`config.mk`:
```
export PLATFORM = sky130hd
export DESIGN_NAME = keyboard_controller
export DESIGN_NICKNAME = d
export VERILOG_FILES = /design/src/rtl/keyboard_pkg.sv /design/src/rtl/ps2_receiver.sv /design/src/rtl/keyboard_controller.sv
export SDC_FILE = /design/constraint.sdc
export NUM_CORES = 1
export LEC_CHECK = 0
export CAP_MARGIN = 15
export CORE_MARGIN = 2
export CORE_UTILIZATION = 55
export CTS_BUF_LIST = sky130_fd_sc_hd__clkbuf_4
export CTS_CLUSTER_DIAMETER = 80
export CTS_CLUSTER_SIZE = 12
export DETAILED_ROUTE_END_ITERATION = 6
export HOLD_SLACK_MARGIN = 0.08
export PLACE_DENSITY_LB_ADDON = 0.3
export SYNTH_ARGS = -nofsm -noshare
export SYNTH_HDL_FRONTEND = slang
export SYNTH_HIERARCHICAL = 1
export SYNTH_SLANG_ARGS = --single-unit
```
`constraint.sdc`:
```
create_clock -name clk_in -period 4.4 [get_ports clk_in]
set_clock_uncertainty 0.2 [all_clocks]
set_input_delay 1.1 -clock clk_in [delete_from_list [all_inputs] [get_ports clk_in]]
set_output_delay 1.1 -clock clk_in [all_outputs]
set_load 0.01 [all_outputs]
```
`src/rtl/keyboard_pkg.sv`:
```
// Shared constants and types for the PS/2 keyboard controller.
// Register offsets, STATUS/CTRL bit positions and receiver states.
package keyboard_pkg;

  localparam logic [1:0] KBD_STATUS = 2'd0;
  localparam logic [1:0] KBD_DATA   = 2'd1;
  localparam logic [1:0] KBD_CTRL   = 2'd2;

  localparam int ST_NEMPTY = 0;
  localparam int ST_OVF    = 1;
  localparam int ST_PERR   = 2;
  localparam int ST_FERR   = 3;
  localparam int ST_CNT_LO = 8;

  localparam int CTRL_POP = 0;
  localparam int CTRL_CLR = 1;

  typedef enum logic [1:0] {
    IDLE,
    DATA,
    PARITY,
    STOP
  } ps2_state_t;

  // True when data bits plus parity bit hold an odd number of ones.
  function automatic logic odd_ok(
    input logic [7:0] d,
    input logic       p
  );
    return ^{d, p};
  endfunction

endpackage

```
`src/rtl/ps2_receiver.sv`:
```
// PS/2 frame receiver: line sync, falling-edge detect, frame FSM and
// idle timeout. Emits one-cycle byte/error pulses at the stop bit.
module ps2_receiver
  import keyboard_pkg::*;
#(
  parameter int TIMEOUT_CYCLES = 200_000
) (
  input  logic       clk_in,
  input  logic       rst_in,
  input  logic       ps2_clk_in,
  input  logic       ps2_data_in,
  output logic       byte_valid,
  output logic [7:0] byte_data,
  output logic       perr_pulse,
  output logic       ferr_pulse
);

  localparam int TW = $clog2(TIMEOUT_CYCLES + 1);

  logic clk_s1, clk_s2, clk_h;
  logic dat_s1, dat_s2;
  logic fall;

  ps2_state_t state, state_d;
  logic [2:0] bit_cnt, bit_d;
  logic [7:0] shreg, sh_d;
  logic       par, par_d;
  logic [TW-1:0] tcnt;
  logic       timeout;

  // Two-flop synchronizers plus a history flop on the clock line.
  always_ff @(posedge clk_in or posedge rst_in) begin
    if (rst_in) begin
      clk_s1 <= 1'b1;
      clk_s2 <= 1'b1;
      clk_h  <= 1'b1;
      dat_s1 <= 1'b1;
      dat_s2 <= 1'b1;
    end else begin
      clk_s1 <= ps2_clk_in;
      clk_s2 <= clk_s1;
      clk_h  <= clk_s2;
      dat_s1 <= ps2_data_in;
      dat_s2 <= dat_s1;
    end
  end

  assign fall    = ~clk_s2 & clk_h;
  assign timeout = (state != IDLE) &&
                   (tcnt == TW'(TIMEOUT_CYCLES - 1));

  // Idle counter: restarts on every PS/2 edge, runs only mid-frame.
  always_ff @(posedge clk_in or posedge rst_in) begin
    if (rst_in)
      tcnt <= '0;
    else if (fall || state == IDLE || timeout)
      tcnt <= '0;
    else
      tcnt <= tcnt + 1'b1;
  end

  // Frame state and datapath registers.
  always_ff @(posedge clk_in or posedge rst_in) begin
    if (rst_in) begin
      state   <= IDLE;
      bit_cnt <= '0;
      shreg   <= '0;
      par     <= 1'b0;
    end else begin
      state   <= state_d;
      bit_cnt <= bit_d;
      shreg   <= sh_d;
      par     <= par_d;
    end
  end

  // Next-state and stop-bit verdict; an edge always beats the timeout.
  always_comb begin
    state_d    = state;
    bit_d      = bit_cnt;
    sh_d       = shreg;
    par_d      = par;
    byte_valid = 1'b0;
    perr_pulse = 1'b0;
    ferr_pulse = 1'b0;
    if (fall) begin
      unique case (state)
        IDLE: begin
          if (!dat_s2) begin
            state_d = DATA;
            bit_d   = '0;
          end
        end
        DATA: begin
          sh_d  = {dat_s2, shreg[7:1]};
          bit_d = bit_cnt + 3'd1;
          if (bit_cnt == 3'd7)
            state_d = PARITY;
        end
        PARITY: begin
          par_d   = dat_s2;
          state_d = STOP;
        end
        STOP: begin
          state_d    = IDLE;
          perr_pulse = ~odd_ok(shreg, par);
          ferr_pulse = ~dat_s2;
          byte_valid = odd_ok(shreg, par) & dat_s2;
        end
        default: state_d = IDLE;
      endcase
    end else if (timeout) begin
      state_d = IDLE;
    end
  end

  assign byte_data = shreg;

endmodule

```
`src/rtl/keyboard_controller.sv`:
```
// PS/2 keyboard port: receiver, scancode FIFO and polled registers.
// STATUS/DATA reads return pre-edge state with one cycle of latency.
module keyboard_controller
  import keyboard_pkg::*;
#(
  parameter int FIFO_DEPTH     = 16,
  parameter int TIMEOUT_CYCLES = 200_000
) (
  input  logic        clk_in,
  input  logic        rst_in,
  input  logic        ps2_clk_in,
  input  logic        ps2_data_in,
  input  logic [31:0] addr_in,
  input  logic [31:0] data_in,
  input  logic [3:0]  write_enable_in,
  output logic [31:0] data_out
);

  localparam int AW = $clog2(FIFO_DEPTH);
  localparam int CW = AW + 1;

  logic       byte_valid;
  logic [7:0] byte_data;
  logic       perr_pulse;
  logic       ferr_pulse;

  logic [7:0]    mem [FIFO_DEPTH];
  logic [AW-1:0] rd_ptr, wr_ptr;
  logic [CW-1:0] count;
  logic          ovf, perr, ferr;

  logic [1:0]  sel;
  logic        wr, pop_req, clr, pop, push, full, ovf_set;
  logic [31:0] rd_data;
  logic        unused_bits;

  ps2_receiver #(
    .TIMEOUT_CYCLES(TIMEOUT_CYCLES)
  ) u_rx (
    .clk_in     (clk_in),
    .rst_in     (rst_in),
    .ps2_clk_in (ps2_clk_in),
    .ps2_data_in(ps2_data_in),
    .byte_valid (byte_valid),
    .byte_data  (byte_data),
    .perr_pulse (perr_pulse),
    .ferr_pulse (ferr_pulse)
  );

  assign sel     = addr_in[3:2];
  assign wr      = |write_enable_in;
  assign pop_req = wr && sel == KBD_CTRL && data_in[CTRL_POP];
  assign clr     = wr && sel == KBD_CTRL && data_in[CTRL_CLR];
  assign full    = count == CW'(FIFO_DEPTH);
  assign pop     = pop_req && count != '0;
  assign push    = byte_valid && (!full || pop);
  assign ovf_set = byte_valid && full && !pop;

  assign unused_bits = ^{addr_in[31:4], addr_in[1:0], data_in[31:2]};

  // Scancode storage; no reset so it maps onto distributed RAM.
  always_ff @(posedge clk_in) begin
    if (push)
      mem[wr_ptr] <= byte_data;
  end

  // Pointers and occupancy; simultaneous push and pop leave count alone.
  always_ff @(posedge clk_in or posedge rst_in) begin
    if (rst_in) begin
      rd_ptr <= '0;
      wr_ptr <= '0;
      count  <= '0;
    end else begin
      if (push)
        wr_ptr <= wr_ptr + 1'b1;
      if (pop)
        rd_ptr <= rd_ptr + 1'b1;
      if (push && !pop)
        count <= count + 1'b1;
      else if (pop && !push)
        count <= count - 1'b1;
    end
  end

  // Sticky error flags; a set in the same cycle as a clear wins.
  always_ff @(posedge clk_in or posedge rst_in) begin
    if (rst_in) begin
      ovf  <= 1'b0;
      perr <= 1'b0;
      ferr <= 1'b0;
    end else begin
      ovf  <= ovf_set    | (ovf  & ~clr);
      perr <= perr_pulse | (perr & ~clr);
      ferr <= ferr_pulse | (ferr & ~clr);
    end
  end

  // Read mux over current (pre-edge) register state.
  always_comb begin
    rd_data = '0;
    case (sel)
      KBD_STATUS: begin
        rd_data[ST_NEMPTY]            = count != '0;
        rd_data[ST_OVF]               = ovf;
        rd_data[ST_PERR]              = perr;
        rd_data[ST_FERR]              = ferr;
        rd_data[ST_CNT_LO+7:ST_CNT_LO] = 8'(count);
      end
      KBD_DATA: begin
        if (count != '0)
          rd_data[7:0] = mem[rd_ptr];
      end
      default: rd_data = '0;
    endcase
  end

  // Registered read port.
  always_ff @(posedge clk_in or posedge rst_in) begin
    if (rst_in)
      data_out <= '0;
    else
      data_out <= rd_data;
  end

endmodule

```
=== Word-level counts from Yosys, hierarchy flattened ===
Memories as Yosys holds them, arrays and structs flattened.
Index checks and enable logic that the tools add are counted.

* Register bits: 69
* Memory bits (writable): 128
* Output and inout bits: 32
* Logic and storage cells: 98
* Memories kept: 1

* Add/subtract/negate cells: 6
* Equality and inequality tests: 11
* Mux-type cells: 22
* Bitwise operators: 12
* Reductions and logical operators: 29

{| class="wikitable"
|+ Memory list
! name !! words !! width !! rd ports !! clocked after memory_dff !! write ports !! line !! source
|-
| mem || 16 || 8 || 1 || 0 || 1 || keyboard_controller.sv:27 || <nowiki>logic [7:0] mem [FIFO_DEPTH];</nowiki>
|}

{| class="wikitable"
|+ Operators with widths
! operator !! count
|-
| $add 18x1->18 const B || 1
|-
| $eq 18x18->1 const B || 1
|-
| $mux 18 || 1
|-
| $mux 5 || 3
|-
| $logic_and 1x1->1 || 10
|-
| $reduce_xor 9->1 || 1
|-
| $add 4x1->4 const B || 2
|-
| $mux 1 || 8
|-
| $mux 2 || 4
|-
| $mux 8 || 1
|-
| $pmux 2 s4 || 1
|-
| $pmux 4 s2 || 1
|-
| $reduce_bool 2->1 || 4
|-
| $eq 2x2->1 const B || 3
|-
| $ne 3x3->1 const B || 2
|-
| $pmux 3 s2 || 1
|-
| $reduce_and 3->1 || 2
|-
| $add 5x1->5 const B || 1
|-
| $and 1x1->1 || 5
|-
| $eq 5x5->1 const B || 1
|-
| $reduce_bool 5->1 || 1
|-
| $sub 5x1->5 const B || 1
|-
| $eq 2x1->1 const B || 2
|-
| $logic_not 2->1 || 2
|-
| 11 further kinds || 21
|}

=== Longest topological paths before layout ===
* Depth after elaboration: 10
* Depth in mapped cells: 15
* Gate-level depth less buffers: 13

=== Cells and area by module ===
The synthesis kept the hierarchy.

{| class="wikitable"
|+ Modules (own cells, without submodules)
! module !! times used !! cells an instance !! area an instance (um^2) !! sequential area each (um^2)
|-
| keyboard_controller || 1 || 351 || 6444.9 || 4569.4
|-
| ps2_receiver || 1 || 163 || 1803.0 || 932.1
|}

=== Worst setup path after synthesis ===
No wires, ideal clock.

* Path kind: input -> register
* From: in write_enable_in[1]
* To: reg count[4]
* Library setup time: 0.080 ns
* Arrival time: 3.692 ns
* Data required time: 4.120 ns
* Path slack: 0.428 ns
* Stages on the path: 13
* Buffers on the path: 2
* Cells stage by stage: or4_4 -> a311oi_4 -> nand2b_1 -> buf_6 -> buf_6 -> inv_1 -> ha_1 -> inv_1 -> ha_1 -> a21o_1 -> a21oi_1 -> mux2i_1 -> xnor2_1

* Word-level cells in the longest chain between the ends: 9
* Elaborated cells between the ends (all ways): 12
* Those cells by class: mux (1); reduce/logical (11)

{| class="wikitable"
|+ RTL lines
! what !! line !! source
|-
| from (decl) || keyboard_controller.sv:15 || <nowiki>input logic [3:0] write_enable_in,</nowiki>
|-
| $reduce_or 4->1 (*) || keyboard_controller.sv:51 || <nowiki>assign wr = |write_enable_in;</nowiki>
|-
| $logic_and 1x1->1 (*) (2 in series) || keyboard_controller.sv:52 || <nowiki>assign pop_req = wr && sel == KBD_CTRL && data_in[CTRL_POP];</nowiki>
|-
| $logic_and 1x1->1 (*) || keyboard_controller.sv:55 || <nowiki>assign pop = pop_req && count != '0;</nowiki>
|-
| $logic_or 1x1->1 (*) || keyboard_controller.sv:56 || <nowiki>assign push = byte_valid && (!full || pop);</nowiki>
|-
| $logic_and 1x1->1 (*) || keyboard_controller.sv:56 ||
|-
| net push || keyboard_controller.sv:33 || <nowiki>logic wr, pop_req, clr, pop, push, full, ovf_set;</nowiki>
|-
| $logic_not 1->1 || keyboard_controller.sv:80 || <nowiki>else if (pop && !push)</nowiki>
|-
| $logic_and 1x1->1 || keyboard_controller.sv:80 ||
|-
| $reduce_bool 2->1 (no source line) || -- ||
|-
| to (signal assigned) || keyboard_controller.sv:79 || <nowiki>count <= count + 1'b1;</nowiki>
|-
| to (signal assigned) || keyboard_controller.sv:81 || <nowiki>count <= count - 1'b1;</nowiki>
|-
| to (decl) || keyboard_controller.sv:29 || <nowiki>logic [CW-1:0] count;</nowiki>
|}

The timed path passes the listed nets; every way through them passes the cells marked *.
A chain may end at the register's enable or synchronous reset.

=== Worst setup path after layout ===
* From: reg u_rx.shreg[4], in the netlist u_rx/byte_data[4]
* To: reg count[4]

* Word-level cells in the longest chain between the ends: 8
* Elaborated cells between the ends (all ways): 10
* Those cells by class: mux (3); bitwise (1); reduce/logical (6)

{| class="wikitable"
|+ RTL lines
! what !! line !! source
|-
| from (decl) || ps2_receiver.sv:26 || <nowiki>logic [7:0] shreg, sh_d;</nowiki>
|-
| from (signal assigned) || ps2_receiver.sv:67 || <nowiki>shreg <= '0;</nowiki>
|-
| from (signal assigned) || ps2_receiver.sv:72 || <nowiki>shreg <= sh_d;</nowiki>
|-
| $reduce_xor 9->1 (*) || keyboard_pkg.sv:30 || <nowiki>return ^{d, p};</nowiki>
|-
| $and 1x1->1 (*) || ps2_receiver.sv:108 || <nowiki>byte_valid = odd_ok(shreg, par) & dat_s2;</nowiki>
|-
| $mux 1 (*) || ps2_receiver.sv:87 || <nowiki>unique case (state)</nowiki>
|-
| $mux 1 (*) || ps2_receiver.sv:86 || <nowiki>if (fall) begin</nowiki>
|-
| net byte_valid || keyboard_controller.sv:22 || <nowiki>logic byte_valid;</nowiki>
|-
| $logic_and 1x1->1 (*) || keyboard_controller.sv:56 ||
|-
| net push || keyboard_controller.sv:33 ||
|-
| $logic_not 1->1 || keyboard_controller.sv:80 ||
|-
| $logic_and 1x1->1 || keyboard_controller.sv:80 ||
|-
| $reduce_bool 2->1 (no source line) || -- ||
|}

Marks and branches as above.

==> results by stage <==
CTS:
- The quantity of gates resized following cts is 0.
- The post-CTS setup buffer count is 0.
- The clock drives 194 sinks.
- The root buffer cell is clkbuf_4.
- The clock transition at the register clock pins on the worst setup and hold paths after CTS is 0.17 ns.
- The number of buffers added by the clock tree synthesis step is 17.
- For this design, the CTS-stage hold fixing added 0 buffers.
- TritonCTS built the clock tree.
- For the worst-skew pair, the clock arrives at the later sink with an insertion delay of approximately 0.6 ns.
- No sink is reached through more buffers than the 2 on the longest clock path.
- The number of levels the H-tree was split into is 4.

Placed design:
- The placed wire-length estimate after detailed placement is approximately 9.6 mm.
- The global placer's final weighted congestion is a little under 0.8.
- The number of port buffers is 24.
- At the placement stage, the worst setup path has a slack of 0.189 ns.

Worst setup path:
- The cell class contributing the biggest share of worst-path delay is XOR/XNOR gates.
- The worst setup path is launched from a register.
- The endpoint kind of the worst setup timing path is a register.
- The required time at the worst-slack endpoint is approximately 4.7 ns.
- The endpoint arrival time on the critical path is approximately 4.3 ns.
- The delay of the slowest cell on the worst path is approximately 0.8 ns.
- The worst setup path is of the reg2reg kind.
- Counting buffers and inverters, the worst setup path is 14 cells deep.
- Together, buffers and inverters on the worst path number 3.
- The cell with the biggest individual delay on the critical path is dfrtp_1.
- The depth of the most critical reg-to-reg path is 14.
- The critical path goes through xnor2_1 -> xnor3_1 -> xnor2_1 -> and4_1 -> nand2b_1 -> inv_1 -> ha_1 -> inv_1 -> buf_4 -> fa_1 -> a21o_1 -> a21oi_1 -> mux2i_1 -> xnor2_1.
- Counting stages on the worst path, the most repeated cell is xnor2_1.
- In this run the worst path has a maximum fanout of 19.

Global routing:
- The initial antenna violation count is 0.
- The via count of the first global-routing pass came to around 4400.
- Summed over all layers, the global routing overflow is 0.
- The largest net degree at the start of global routing is 32.
- In the global route stage, overall resource usage came out at about a fifth.
- The first global-routing pass estimated roughly 23 mm of wire.

Logic synthesis:
- edfxtp_1 takes more of the synthesized area than any other cell.
- The share of synthesized area in the top cell type comes to 46.6%.
- The count of different cell masters after synthesis is 51.
- The number of cells produced by synthesis is roughly 500.
- In the synthesized netlist the dominant register cell turns out to be edfxtp_1.
- By area the synthesized netlist is led by edfxtp_1 (47%), dfrtp_1 (19%), mux4_2 (8.7%), ha_1 (2.6%), mux2i_1 (2.1%).
- After synthesis, the most frequently instantiated cells are edfxtp_1 (128), dfrtp_1 (61), mux4_2 (32), nor2_1 (32), nand2_1 (25).
- Counting flops with an async set or reset pin after synthesis yields a share of 34.0%.
- edfxtp_1 is the most common cell in the netlist.
- In this run the cell area of the synthesized design comes to 0.00825 sq mm.
- Counting flops with a built-in enable in the synthesized netlist gives roughly 130.
- Counting flops and latches in the post-synthesis netlist gives just under 200.
- The share of synthesized area occupied by flip-flops and latches is 66.7%.
- The average instance in the mapped netlist occupies between 15 and 20 sq um.
- The number of warning messages in the yosys log is 6.

Route:
- The via total after detailed routing is around 4300.
- Using the TritonRoute via totals, the vias-per-cell ratio works out to between 5 and 6.
- The first-iteration detailed-routing DRC count is ~350.
- For this run, the detailed router's first-pass iteration total came to 5.
- In the routed design, unresolved DRC markers number 0.
- The routed design has between 10 and 15 mm of wire.
- Dividing the detail-routed wire length by the instance count gives around 19 um.
- In this run the remaining antenna-violating nets after routing total 0.

Floorplan:
- After floorplanning, the core was divided into 44 placement rows.
- From bottom edge to top edge, the die measures 126 um.
- Once the floorplan was initialized, standard cells occupied 56.5% of the core.
- The die is ~130 um wide.
- The area inside the core boundary is 0.0146 sq mm.
- about 100 I/O pins were placed.
- The die covers roughly 0.016 sq mm.

Final layout:
- The number of antenna cells inserted is 0.
- The area growth from synthesis to final layout is 9.88%.
- Cells with a size suffix above 1 make up a little over a fifth of the layout.
- For this run, the post-layout net count is about 660.

STA:
- Timing would allow up to ~0.25 GHz.
- The measured slew at the worst slew-check pin is approximately 1.2 ns.
- The number of pins exceeding their max-slew limit in the final report is 0.
- The minimum clock period is between 3 and 4 ns.
- Setup violations remaining at the end of the flow were counted as 0.
- Measured against its own limit, the worst slew margin works out to 18.4%.
- Setup repair after global routing left no endpoint under its margin.
- Setup slack on the critical path of the routed design comes to 0.428 ns.
- The final worst-path cycle share is 90.3%.
- The setup TNS after final layout is 0 ns.
- The final-report hold violation count is 0.

Job:
- The tool flagged a number of max-cap violations equal to 0.

Worst hold path:
- The type of the most critical hold path is reg2reg.
- The number of cells traversed by the worst hold path is 0.

Power and ir drop:
- For this design the static power due to leakage is roughly 3.3 nW.
- Overall power consumption after layout is estimated at 0.00472 W.
- IR analysis of the VDD net gives a maximum drop of 0.225 mV.
- The areal power density over the cells is around 520 mW/mm^2.

Run status:
- The run finished with clean final reports.
-- layout make-up --
type / count / area (sq um)
Clock buffer: 17 / 128
Timing Repair Buffer: 53 / 458
Clock inverter: 15 / 180
Fill cell: 1032 / 5530
Sequential cell: 194 / 5500
Tap cell: 184 / 230
Multi-Input combinational cell: 285 / 2510
Inverter: 14 / 52.6
-- path summary, 6_finish.rpt --
kind                              startpoint               to  slack, ns
min in group asynchronous             rst_in  u_rx/bit_cnt[0]       0.53
min reg2reg                      u_rx/dat_s1      u_rx/dat_s2       0.17
max reg2reg                u_rx/byte_data[4]         count[4]       0.43
max in group asynchronous             rst_in      u_rx/dat_s2       2.75
max                        u_rx/byte_data[4]         count[4]       0.43
min                              u_rx/dat_s1      u_rx/dat_s2       0.17
-- layout by cell type (no fill, tap or decap), drive strengths merged, types with 17 or more instances in the layout --
cell type / n
mux2i: 17
edfxtp: 128
nand3: 17
clkdlybuf4s50: 24
nor2: 32
buf: 29
mux4: 32
ha: 17
nand2: 25
inv: 23
clkbuf: 17
dfrtp: 61
conb: 19
-- routing by layer --
metal,up-vias,GRT usage [%],routed length [um]
li1,2013,-,-
met5,-,0,0
met1,2192,24.8,6110
met4,0,7.37,279
met2,110,32.4,7370
met3,20,3.92,739
-- flip-flops by register name, summed over array words and instances (netlist names) --
name / count
rd_ptr: 4
u_rx/state: 2
mem: 128
u_rx/clk_s1: 1
u_rx/clk_h: 1
ovf: 1
data_out: 13
u_rx/dat_s1: 1
ferr: 1
count: 5
u_rx/tcnt: 18
u_rx/clk_s2: 1
u_rx/bit_cnt: 3
u_rx/dat_s2: 1
wr_ptr: 4
u_rx/par: 1
u_rx/byte_data: 8
perr: 1
-- cell families (layout without fill, tap and decap cells) --
logic type	Yosys count	count (layout)	synth area share [%]
multiplexers	61	61	12.5
XOR/XNOR	28	28	3.14
buffers and inverters	53	99	3.67
AND/OR/NAND/NOR	123	123	7.87
other	1	19	0.0455
flip-flops	194	194	66.7
AO/OA/AOI/OAI	36	36	3.26
adder cells (fa/ha/maj)	18	18	2.82
-- power breakdown --
group | switching [W] | leakage, nW | internal, W
combinational | 0.000498 | 1.18 | 0.000676
clock | 0.000689 | 0.159 | 0.000274
sequential | 0.000367 | 1.99 | 0.00221
total | 0.00155 | 3.34 | 0.00316
-- through the flow --
step | cells | area, sq um | hold WS [ns] | utilization, %
2_1_floorplan | 532 | 8320 | 0.145 | -
3_3_place_gp | 729 | 8750 | 0.147 | 60.0
3_5_place_dp | 729 | 8750 | 0.147 | 60.0
4_1_cts | 761 | 9050 | 0.168 | 62.1
5_1_grt | 762 | 9060 | 0.176 | 62.1
6_report | 762 | 9060 | 0.167 | 62.1
Power figures use the tool's default switching activity.
